## src/rtl/alu_arbiter_pkg.sv

```systemverilog
// Shared definitions for the ALU arbiter: operand width, ALU op and branch
// condition encodings, requester IDs and a small one-hot helper.
package alu_arbiter_pkg;

  localparam int unsigned RvXlen   = 32;
  localparam int unsigned AluOpW   = 4;
  localparam int unsigned AluCondW = 3;

  // Requester IDs: execute stage and the auxiliary client (AGU / debug).
  localparam logic AluArbReqExe = 1'b0;
  localparam logic AluArbReqAux = 1'b1;

  typedef enum logic [AluOpW-1:0] {
    AluAdd  = 4'd0,
    AluSub  = 4'd1,
    AluSlt  = 4'd2,
    AluSltu = 4'd3,
    AluXor  = 4'd4,
    AluOr   = 4'd5,
    AluAnd  = 4'd6,
    AluSll  = 4'd7,
    AluSrl  = 4'd8,
    AluSra  = 4'd9
  } alu_op_e;

  // Branch conditions use the RISC-V funct3 encoding.
  typedef enum logic [AluCondW-1:0] {
    CondEq  = 3'd0,
    CondNe  = 3'd1,
    CondLt  = 3'd4,
    CondGe  = 3'd5,
    CondLtu = 3'd6,
    CondGeu = 3'd7
  } alu_cond_e;

  function automatic logic [1:0] onehot2(input logic idx);
    return idx ? 2'b10 : 2'b01;
  endfunction

endpackage

```

## src/rtl/alu_arbiter_rr_pick2.sv

```systemverilog
// Combinational 2-way request picker, reusable by any shared-resource arbiter.
//   valid_i   : per-requester valid
//   prio_i    : favoured requester when both are valid in round-robin mode
//   rr_mode_i : 1 = round-robin (use prio_i), 0 = fixed priority (requester 0 wins)
//   pick_o    : selected requester index (0 when nothing is valid)
module alu_arbiter_rr_pick2 (
  input  logic [1:0] valid_i,
  input  logic       prio_i,
  input  logic       rr_mode_i,
  output logic       pick_o
);

  always_comb begin
    pick_o = 1'b0;
    case (valid_i)
      2'b10:   pick_o = 1'b1;
      2'b11:   pick_o = rr_mode_i & prio_i;
      default: pick_o = 1'b0;
    endcase
  end

endmodule

```

## src/rtl/alu_arbiter.sv

```systemverilog
// Shares one registered ALU (op result + branch comparator) between the execute
// stage (requester 0) and an auxiliary client (requester 1).
//   clk_i, resetb_i, clk_en_i  : clock, async active-low reset, pipeline enable
//   req_valid_i / req_ready_o  : per-requester request handshake (ready is comb)
//   req{0,1}_*_i               : per-requester operands and opcodes
//   rsp_valid_o / rsp_ready_i  : per-requester response handshake
//   rsp_result_o, rsp_cmp_o    : ALU registered results passed through
//   alu_*_o, alu_clk_en_o      : steered operands and ALU clock enable
//   alu_op_result_i, alu_cmp_result_i : ALU registered outputs
module alu_arbiter
  import alu_arbiter_pkg::*;
#(
  parameter bit          ROUND_ROBIN = 1'b1,
  parameter int unsigned XLEN        = RvXlen
) (
  input  logic                clk_i,
  input  logic                resetb_i,
  input  logic                clk_en_i,

  input  logic [1:0]          req_valid_i,
  output logic [1:0]          req_ready_o,

  input  logic [XLEN-1:0]     req0_op_left_i,
  input  logic [XLEN-1:0]     req0_op_right_i,
  input  logic [AluOpW-1:0]   req0_op_opcode_i,
  input  logic [XLEN-1:0]     req0_cmp_left_i,
  input  logic [XLEN-1:0]     req0_cmp_right_i,
  input  logic [AluCondW-1:0] req0_cmp_opcode_i,

  input  logic [XLEN-1:0]     req1_op_left_i,
  input  logic [XLEN-1:0]     req1_op_right_i,
  input  logic [AluOpW-1:0]   req1_op_opcode_i,
  input  logic [XLEN-1:0]     req1_cmp_left_i,
  input  logic [XLEN-1:0]     req1_cmp_right_i,
  input  logic [AluCondW-1:0] req1_cmp_opcode_i,

  output logic [1:0]          rsp_valid_o,
  input  logic [1:0]          rsp_ready_i,
  output logic [XLEN-1:0]     rsp_result_o,
  output logic                rsp_cmp_o,

  output logic                alu_clk_en_o,
  output logic [XLEN-1:0]     alu_op_left_o,
  output logic [XLEN-1:0]     alu_op_right_o,
  output logic [AluOpW-1:0]   alu_op_opcode_o,
  output logic [XLEN-1:0]     alu_cmp_left_o,
  output logic [XLEN-1:0]     alu_cmp_right_o,
  output logic [AluCondW-1:0] alu_cmp_opcode_o,
  input  logic [XLEN-1:0]     alu_op_result_i,
  input  logic                alu_cmp_result_i
);

  logic pending_q, pending_d;
  logic owner_q, owner_d;
  logic prio_q, prio_d;
  logic cand;
  logic rsp_accept;
  logic can_issue;
  logic issue;

  alu_arbiter_rr_pick2 u_pick (
    .valid_i   (req_valid_i),
    .prio_i    (prio_q),
    .rr_mode_i (ROUND_ROBIN),
    .pick_o    (cand)
  );

  // Handshakes depend only on state and valid/ready inputs, never on the result.
  assign rsp_accept = pending_q & rsp_ready_i[owner_q] & clk_en_i;
  // resetb_i keeps ready/clk_en low while reset is held.
  assign can_issue  = clk_en_i & resetb_i & (~pending_q | rsp_accept);
  assign issue      = can_issue & req_valid_i[cand];

  assign req_ready_o  = issue ? onehot2(cand) : 2'b00;
  assign rsp_valid_o  = pending_q ? onehot2(owner_q) : 2'b00;
  assign alu_clk_en_o = issue;

  // The ALU only clocks on issue, so its registered result is stable until accepted.
  assign rsp_result_o = alu_op_result_i;
  assign rsp_cmp_o    = alu_cmp_result_i;

  always_comb begin
    if (cand == AluArbReqAux) begin
      alu_op_left_o    = req1_op_left_i;
      alu_op_right_o   = req1_op_right_i;
      alu_op_opcode_o  = req1_op_opcode_i;
      alu_cmp_left_o   = req1_cmp_left_i;
      alu_cmp_right_o  = req1_cmp_right_i;
      alu_cmp_opcode_o = req1_cmp_opcode_i;
    end else begin
      alu_op_left_o    = req0_op_left_i;
      alu_op_right_o   = req0_op_right_i;
      alu_op_opcode_o  = req0_op_opcode_i;
      alu_cmp_left_o   = req0_cmp_left_i;
      alu_cmp_right_o  = req0_cmp_right_i;
      alu_cmp_opcode_o = req0_cmp_opcode_i;
    end
  end

  always_comb begin
    pending_d = pending_q;
    owner_d   = owner_q;
    prio_d    = prio_q;
    if (issue) begin
      // Covers back-to-back: a same-cycle accept is replaced by the new op.
      pending_d = 1'b1;
      owner_d   = cand;
      if (ROUND_ROBIN) begin
        prio_d = ~cand;
      end
    end else if (rsp_accept) begin
      pending_d = 1'b0;
    end
  end

  always_ff @(posedge clk_i or negedge resetb_i) begin
    if (!resetb_i) begin
      pending_q <= 1'b0;
      owner_q   <= AluArbReqExe;
      prio_q    <= AluArbReqExe;
    end else if (clk_en_i) begin
      pending_q <= pending_d;
      owner_q   <= owner_d;
      prio_q    <= prio_d;
    end
  end

endmodule

```

## config.mk

```make
export PLATFORM = sky130hd
export DESIGN_NAME = alu_arbiter
export DESIGN_NICKNAME = d
export VERILOG_FILES = /design/src/rtl/alu_arbiter_pkg.sv /design/src/rtl/alu_arbiter_rr_pick2.sv /design/src/rtl/alu_arbiter.sv
export SDC_FILE = /design/constraint.sdc
export NUM_CORES = 1
export LEC_CHECK = 0
export BUFFER_PORTS_ARGS = -buffer_cell sky130_fd_sc_hd__buf_2
export CORE_AREA = 2 2 188 190
export CTS_BUF_LIST = sky130_fd_sc_hd__clkbuf_16
export CTS_CLUSTER_DIAMETER = 50
export DETAILED_ROUTE_END_ITERATION = 10
export DIE_AREA = 0 0 190 192
export SYNTH_ARGS = -nofsm -noshare
export SYNTH_HDL_FRONTEND = slang
export SYNTH_SLANG_ARGS = --single-unit
```

## constraint.sdc

```tcl
create_clock -name clk_i -period 2.8 [get_ports clk_i]
set_input_delay 0.56 -clock clk_i [delete_from_list [all_inputs] [get_ports clk_i]]
set_output_delay 0.56 -clock clk_i [all_outputs]
set_load 0.005 [all_outputs]
```

==> flow_summary.yaml, run 1 <==
drt:
  firstDrtPassIters: 4
  drt-total-wl_um: 13100
  vias: 3176
  drc: 0
  dr.first_iter.drc_count: 65
  routed_via_density: 3.06
  ant_nets: 0
  wl_per_cell_um: 12.6
timing:
  post-route-period-util_pct: 87.5
  fin_skew_ps: 0.788
  fmax_ghz: 0.408
  finalCriticalPeriod_ps: 2450
  worst_slack_ps: 349
  tns_ps: 0
  hold_viol: 0
  setup_viol: 0
  drv_slew: 0
  relSlewSlack_pct: 71.9
  rsz0062_at_grt: "false"
  max_slew.worst_pin.slew_ps: 421
worst_setup_path:
  worstReg2RegStart: "owner_q"
  critPathArrivalTime_ps: 1890
  start_kind: "input port"
  end_kind: "output port"
  crit_start: "req_valid_i[0]"
  required_ps: 2240
  cp_max_fo: 65
  critical_path_class: "in2out"
synthesis:
  ys.flop_type: "dfrtp_1"
  synth_edf_count: 0
  synth_fp_nets: 514
  synthCells: 204
  async_flop_share_pct: 100
  synth-seq-cells: 3
  avgSynthCellArea_um2: 10.5
  synth_area_um2: 2140
  yosys_warnings: 0
  synth-seq-area-share_pct: 3.50
  synth_cell_types: 20
clock_network:
  cts_buffer_depth: 2
  cts.clk_slew.worst_paths_ps: 30
  cts_sinks: 3
  cts_buffers: 3
  h-tree-depth: 1
  clk-insertion-delay-late_ps: 220
  postCtsSetupBuffers: 0
  root_buffer: "clkbuf_16"
  cts_tree: "built"
  ctsHoldBuffers: 0
  post_cts_resized: 0
floorplanning:
  die_y_um: 192
  core_um2: 34300
  placementRows: 68
  ioPinCount: 483
  chipWidth_um: 190
  start_util_pct: 6.25
  dieArea_um2: 36500
finish:
  area_growth_syn_to_layout_pct: 111
  drive_above_1_share_pct: 79.1
  num-nets-final: 889
  fill_cells: 3928
  final_cell_mix: "buf_2, mux2_1, mux2_2"
  final_common_cell: "buf_2"
pwr:
  power.leakage_nw: 2.35
  irDropWorstVdd_mv: 0.274
  powerDensity_nw_per_um2: 245
placement:
  dp_hpwl_um: 12000
  portBuffers: 416
  dp_slack_ps: 311
  gp_congestion: 0.867
global_routing:
  grt_usage_pct: 5.95
  grt_max_degree: 75
  gr-usage-met3_pct: 1.26
  first_global_vias: 2758
  grt_use_met2_pct: 11.7
  grt_pass1_wl_um: 15900
  grt_use_met1_pct: 6.28
  top_usage_layer: "met2"
  gr-total-overflow: 0
  antenna_found_initial: 9
status:
  status: "finished, final reports clean"
flow_run:
  maxCapViolCount: 0
min_path:
  hold_class: "in2async"
worst max-delay path, stage by stage:
cell     delay, ps
buf_2           90
inv_2           40
o21ai_4        200
buf_12         300
mux2_1         440
buf_2          160
state kept, by name, indices dropped and copies added (netlist names):
register and flops:
owner_q 1, prio_q 1, pending_q 1
metal layers:
layer,wire (µm),up-vias,part of all wire [%]
met5,0,-,0
met4,291,0,2.2
met3,1560,14,12
met2,6600,303,50
met1,4610,1397,35
li1,-,1462,-
synthesized netlist by cell type (2+ instances only):
cell type	n	area share (%)
mux2_1	106	56
and2_1	2	0.58
mux2_2	29	15
buf_4	34	12
dfrtp_1	3	3.5
a21oi_1	3	0.70
buf_2	2	0.47
mux2_4	2	1.4
buf_6	11	5.8
nand2b_1	2	0.58
path summary, 6_finish.rpt:
kind	to	slack (ps)	depth (start not counted)
worst max-delay path	alu_cmp_left_o[3]	350	6
worst min-delay path	owner_q	140	1
worst max register to register	prio_q	1430	3
worst min register to register	prio_q	580	1
max in group asynchronous	prio_q	2530	1
min in group clk_i	prio_q	580	1
layout make-up:
class                           instances  area (µm²)  share of cell area, %
Clock inverter                          1        3.75                 0.0829
Inverter                                2        7.51                  0.166
Antenna cell                            6        15.0                  0.332
Tap cell                              455         569                   12.6
Multi-Input combinational cell        151        1660                   36.6
Clock buffer                            3        75.1                   1.66
Timing Repair Buffer                  418        2120                   46.9
Sequential cell                         3        75.1                   1.66
metrics by stage:
step                      cell area, µm²  utilization (%)  cells  hold slack (ps)  power [mW]
after floorplan                     2140                -    204              264       0.522
after global placement              4430             12.9   1029              376       0.881
after detailed placement            4430             12.9   1029              377       0.892
after CTS                           4510             13.2   1033              145        1.12
after global routing                4520             13.2   1037              141        1.19
final                               4530             13.2   1039              142        1.11
cells by family after synthesis:
family | Yosys count | synth area share, %
AO/OA/AOI/OAI | 7 | 3.09
buffers and inverters | 50 | 19.2
flip-flops | 3 | 3.50
multiplexers | 137 | 72.3
AND/OR/NAND/NOR | 7 | 1.93
report_power, final:
group | switching, mW | internal (mW)
combinational | 0.337 | 0.487
clock | 0.0372 | 0.184
sequential | 0.00928 | 0.0518
No activity file was read; power rests on OpenSTA's default activity.
==> inputs of run 2 (changes only) <==
--- a/config.mk
+++ b/config.mk
@@ -11,6 +11,7 @@
 export CTS_CLUSTER_DIAMETER = 50
 export DETAILED_ROUTE_END_ITERATION = 10
 export DIE_AREA = 0 0 190 192
+export PLACE_DENSITY = 0.3
 export SYNTH_ARGS = -nofsm -noshare
 export SYNTH_HDL_FRONTEND = slang
 export SYNTH_SLANG_ARGS = --single-unit
==> flow_summary.yaml, run 2 (same netlist as run 1, synthesis figures left out) <==
timing:
  finalCriticalPeriod_ps: 2460
  hold_viol: 0
  post-route-period-util_pct: 88.0
  fin_skew_ps: 0.655
  tns_ps: 0
  setup_viol: 0
  fmax_ghz: 0.406
  rsz0062_at_grt: "false"
  drv_slew: 0
  max_slew.worst_pin.slew_ps: 401
  relSlewSlack_pct: 73.3
  worst_slack_ps: 336
clock_network:
  h-tree-depth: 1
  cts.clk_slew.worst_paths_ps: 30
  cts_buffers: 3
  post_cts_resized: 0
  ctsHoldBuffers: 0
  postCtsSetupBuffers: 0
  cts_tree: "built"
  clk-insertion-delay-late_ps: 220
  cts_sinks: 3
  root_buffer: "clkbuf_16"
  cts_buffer_depth: 2
finish:
  final_common_cell: "buf_2"
  largest_registers: "owner_q (1), pending_q (1), prio_q (1)"
  drive_above_1_share_pct: 79.2
  num-nets-final: 894
  fin_util_pct: 13.3
  final_cell_mix: "buf_2, mux2_1, mux2_2"
  fin_area_um2: 4560
  n_antenna_cell: 0
  area_growth_syn_to_layout_pct: 113
  fill_cells: 3997
placement:
  dp_hpwl_um: 15100
  portBuffers: 416
  postPlaceCellArea_um2: 4480
  dp_slack_ps: 331
  gp_congestion: 0.745
status:
  status: "finished, final reports clean"
drt:
  drc: 0
  firstDrtPassIters: 6
  vias: 3114
  drt-total-wl_um: 16100
  wl_per_cell_um: 15.5
  routed_via_density: 3.00
  ant_nets: 0
  dr.first_iter.drc_count: 47
worst_setup_path:
  critical_path_class: "in2out"
  reg2reg_depth: 3
  start_kind: "input port"
  required_ps: 2240
  end_kind: "output port"
  r2r_slack_ps: 1420
  critPathArrivalTime_ps: 1900
  cp_max_fo: 47
floorplanning:
  core_um2: 34300
  die_y_um: 192
  placementRows: 68
  dieArea_um2: 36500
  ioPinCount: 483
  chipWidth_um: 190
  start_util_pct: 6.25
pwr:
  fin_total_pwr_mw: 1.16
  powerDensity_nw_per_um2: 255
  power.leakage_nw: 2.38
  irDropWorstVdd_mv: 0.192
flow_run:
  maxCapViolCount: 0
global_routing:
  grt_max_degree: 66
  first_global_vias: 3187
  grt_usage_pct: 7.78
  grt_pass1_wl_um: 20900
  antenna_found_initial: 2
  gr-total-overflow: 0
min_path:
  hold_class: "in2async"
-- run 2: path summary, 6_finish.rpt --
check,startpoint,to
max in group asynchronous,resetb_i,owner_q
setup reg to reg,owner_q,prio_q
hold reg to reg,prio_q,prio_q
hold / removal,resetb_i,prio_q
setup / recovery,req_valid_i[0],alu_cmp_right_o[30]
min in group clk_i,prio_q,prio_q
-- run 2: layout make-up --
| cell class | count | area, µm² | share of cell area [%] |
|---|---|---|---|
| sequential | 3 | 75.1 | 1.65 |
| clock inverter | 1 | 3.75 | 0.0823 |
| inverter | 2 | 7.51 | 0.165 |
| multi-input combinational | 151 | 1660 | 36.4 |
| clock buffer | 3 | 75.1 | 1.65 |
| timing repair buffer | 423 | 2170 | 47.6 |
| tap | 455 | 569 | 12.5 |
-- run 2: worst max-delay path, stage by stage --
cell,delay [ps]
buf_2,100
inv_2,40
o21ai_4,200
buf_12,270
buf_4,210
mux2_1,320
buf_2,140
-- run 2: power by group --
group | internal [mW] | leakage [nW] | switching [mW]
Clock | 0.184 | 0.0423 | 0.0388
Combinational | 0.505 | 2.30 | 0.374
Sequential | 0.0518 | 0.0365 | 0.00950
-- run 2: metal layers --
metal | global-route usage [%] | wire length [µm] | up-vias
met4 | 0.805 | 127 | 0
met1 | 8.65 | 5890 | 1387
met2 | 15.6 | 8610 | 250
met5 | 0 | 0 | -
li1 | - | - | 1466
met3 | 1.48 | 1470 | 11
-- run 2: per-stage QoR --
| step | hold slack (ps) | std cells |
|---|---|---|
| 6_report | 135 | 1038 |
| 5_1_grt | 137 | 1038 |
| 4_1_cts | 135 | 1038 |
| 3_5_place_dp | 370 | 1034 |
| 3_3_place_gp | 376 | 1034 |
| 2_1_floorplan | 264 | 204 |
==> inputs of run 3 (changes only) <==
--- a/config.mk
+++ b/config.mk
@@ -5,12 +5,13 @@
 export SDC_FILE = /design/constraint.sdc
 export NUM_CORES = 1
 export LEC_CHECK = 0
+export ABC_AREA = 1
 export BUFFER_PORTS_ARGS = -buffer_cell sky130_fd_sc_hd__buf_2
-export CORE_AREA = 2 2 188 190
+export CORE_AREA = 2 2 190 192
 export CTS_BUF_LIST = sky130_fd_sc_hd__clkbuf_16
 export CTS_CLUSTER_DIAMETER = 50
 export DETAILED_ROUTE_END_ITERATION = 10
-export DIE_AREA = 0 0 190 192
+export DIE_AREA = 0 0 192 194
 export PLACE_DENSITY = 0.3
 export SYNTH_ARGS = -nofsm -noshare
 export SYNTH_HDL_FRONTEND = slang
==> flow_summary.yaml, run 3 <==
status:
  status: "finished, final reports clean"
timing:
  fin_skew_ps: 0.503
  post-route-period-util_pct: 78.5
  setup_viol: 0
  max_slew.worst_pin.slew_ps: 348
  tns_ps: 0
  relSlewSlack_pct: 76.8
  fmax_ghz: 0.455
  finalCriticalPeriod_ps: 2200
  rsz0062_at_grt: "false"
  drv_slew: 0
  hold_viol: 0
worst_setup_path:
  critical_path_class: "in2out"
  path_buf_inv: 4
  start_kind: "input port"
  worstReg2RegStart: "prio_q"
  end_kind: "output port"
  reg2reg_depth: 4
  crit_family: "buffers and inverters"
  required_ps: 2240
  slowest_delay_ps: 290
  crit_slowest_cell: "buf_12"
  critPathArrivalTime_ps: 1640
  crit_path_cell_trace: "buf_2 > inv_1 > o21ai_4 > buf_12 > nand2_1 > nand2_1 > buf_2"
  r2r_slack_ps: 1520
  cp_max_fo: 68
  reg2reg_to: "prio_q"
finish:
  n_antenna_cell: 0
  final_common_cell: "nand2_1"
  fin_cells: 1320
  largest_registers: "owner_q (1), pending_q (1), prio_q (1)"
  fin_util_pct: 12.9
  area_growth_syn_to_layout_pct: 115
  num-nets-final: 1170
  final_cell_mix: "nand2_1, buf_2, inv_1"
  drive_above_1_share_pct: 49.5
clock_network:
  cts_tree: "built"
  ctsHoldBuffers: 0
  cts.clk_slew.worst_paths_ps: 30
  post_cts_resized: 0
  postCtsSetupBuffers: 0
  root_buffer: "clkbuf_16"
  cts_buffer_depth: 2
  cts_buffers: 3
  h-tree-depth: 1
  clk-insertion-delay-late_ps: 220
  cts_sinks: 3
synthesis:
  yosys_warnings: 0
  synthTopCellsByArea: "nand2_1, buf_4, dfrtp_1"
  async_flop_share_pct: 100
  synth_edf_count: 0
  synth_top_area_share_pct: 74.3
  synthCells: 497
  synth_fp_nets: 807
  synth_commonest_cells: "nand2_1, buf_4, buf_2"
  yosysMostFrequentCell: "nand2_1"
  yosysTopAreaCell: "nand2_1"
  avgSynthCellArea_um2: 4.24
  synth-seq-area-share_pct: 3.57
  synth_area_um2: 2110
  ys.flop_type: "dfrtp_1"
  synth_cell_types: 11
  synth-seq-cells: 3
pwr:
  internal_power_mw: 0.821
  powerDensity_nw_per_um2: 349
  seqPwrFrac_pct: 5.8
  power.leakage_nw: 3.07
  p_sw_mw: 0.760
  swShare_pct: 48.1
  power_frac_clock_pct: 14.2
  power.share.combinational_pct: 80.0
  irDropWorstVdd_mv: 0.193
floorplanning:
  chipWidth_um: 192
  ioPinCount: 483
  dieArea_um2: 37200
  die_y_um: 194
  placementRows: 69
  start_util_pct: 5.98
  core_um2: 35200
drt:
  drt-total-wl_um: 15600
  drc: 0
  wl_per_cell_um: 11.8
  firstDrtPassIters: 4
  ant_nets: 0
  routed_via_density: 3.15
  vias: 4154
  dr.first_iter.drc_count: 90
global_routing:
  grt_pass1_wl_um: 21600
  grt_usage_pct: 7.54
  first_global_vias: 4170
  gr-total-overflow: 0
  grt_max_degree: 74
  antenna_found_initial: 3
min_path:
  hold_class: "in2async"
placement:
  gp_congestion: 0.736
  dp_hpwl_um: 13400
  dp_cells: 1316
  portBuffers: 416
flow_run:
  maxCapViolCount: 0
==> run 3: cell count changes in the layout (fill, tap and decap cells not counted), moves of 2 or more <==
cell      delta
nand2_1    +417
mux2_1     -106
mux2_2      -29
inv_1        +6
buf_4        -4
a21oi_1      -3
nand3_1      +3
and2_1       -2
mux2_4       -2
nand2b_1     -2
nor2_1       +2
==> run 3: how the worst max path moves through the flow <==
stage | slack, ps | start | cells after the start | end
2_1_floorplan | 990 | req_valid_i[0] | 7 | alu_op_left_o[0]
3_3_place_gp | 580 | req_valid_i[0] | 7 | alu_cmp_right_o[30]
3_5_place_dp | 590 | req_valid_i[0] | 7 | alu_cmp_right_o[30]
4_1_cts | 590 | req_valid_i[0] | 7 | alu_op_left_o[25]
5_1_grt | 510 | req_valid_i[0] | 7 | alu_op_left_o[29]
6_report | 600 | req_valid_i[0] | 7 | alu_op_left_o[29]
==> run 3: kinds of logic after synthesis <==
family	Yosys count	share of synthesized area, %
flops	3	3.56
compound gates	1	0.416
simple gates	423	75.6
buf+inv	70	20.4
==> run 3: stage by stage <==
| stage | hold slack (ps) | setup slack, ps | area (µm²) | power, mW |
|---|---|---|---|---|
| floorplan | 264 | 988 | 2110 | 0.729 |
| global placement | 369 | 576 | 4450 | 1.42 |
| detailed placement | 365 | 589 | 4450 | 1.39 |
| CTS | 131 | 588 | 4530 | 1.63 |
| global route | 135 | 508 | 4530 | 1.79 |
| finish | 130 | 601 | 4530 | 1.58 |
==> run 3: power groups by stage <==
stage / clock network (mW) / registers [mW] / logic [mW]
after floorplan: 0 / 0.0831 / 0.646
after global placement: 0 / 0.0934 / 1.33
after detailed placement: 0 / 0.0932 / 1.30
after CTS: 0.227 / 0.0926 / 1.31
after global routing: 0.232 / 0.0956 / 1.46
final: 0.224 / 0.0916 / 1.27
==> run 3: final cells by class <==
class,count,area [µm²]
Clock inverter,1,3.75
Sequential cell,3,75.1
Timing Repair Buffer,420,2160
Clock buffer,3,75.1
Fill cell,4215,30700
Multi-Input combinational cell,424,1610
Tap cell,461,577
Inverter,8,32.5
==> run 3: metal layers <==
metal / global-route usage [%] / wire length, µm
met1: 6.99 / 5340
met2: 15.7 / 8100
met5: 0 / 44
met3: 2.05 / 1770
met4: 1.81 / 290
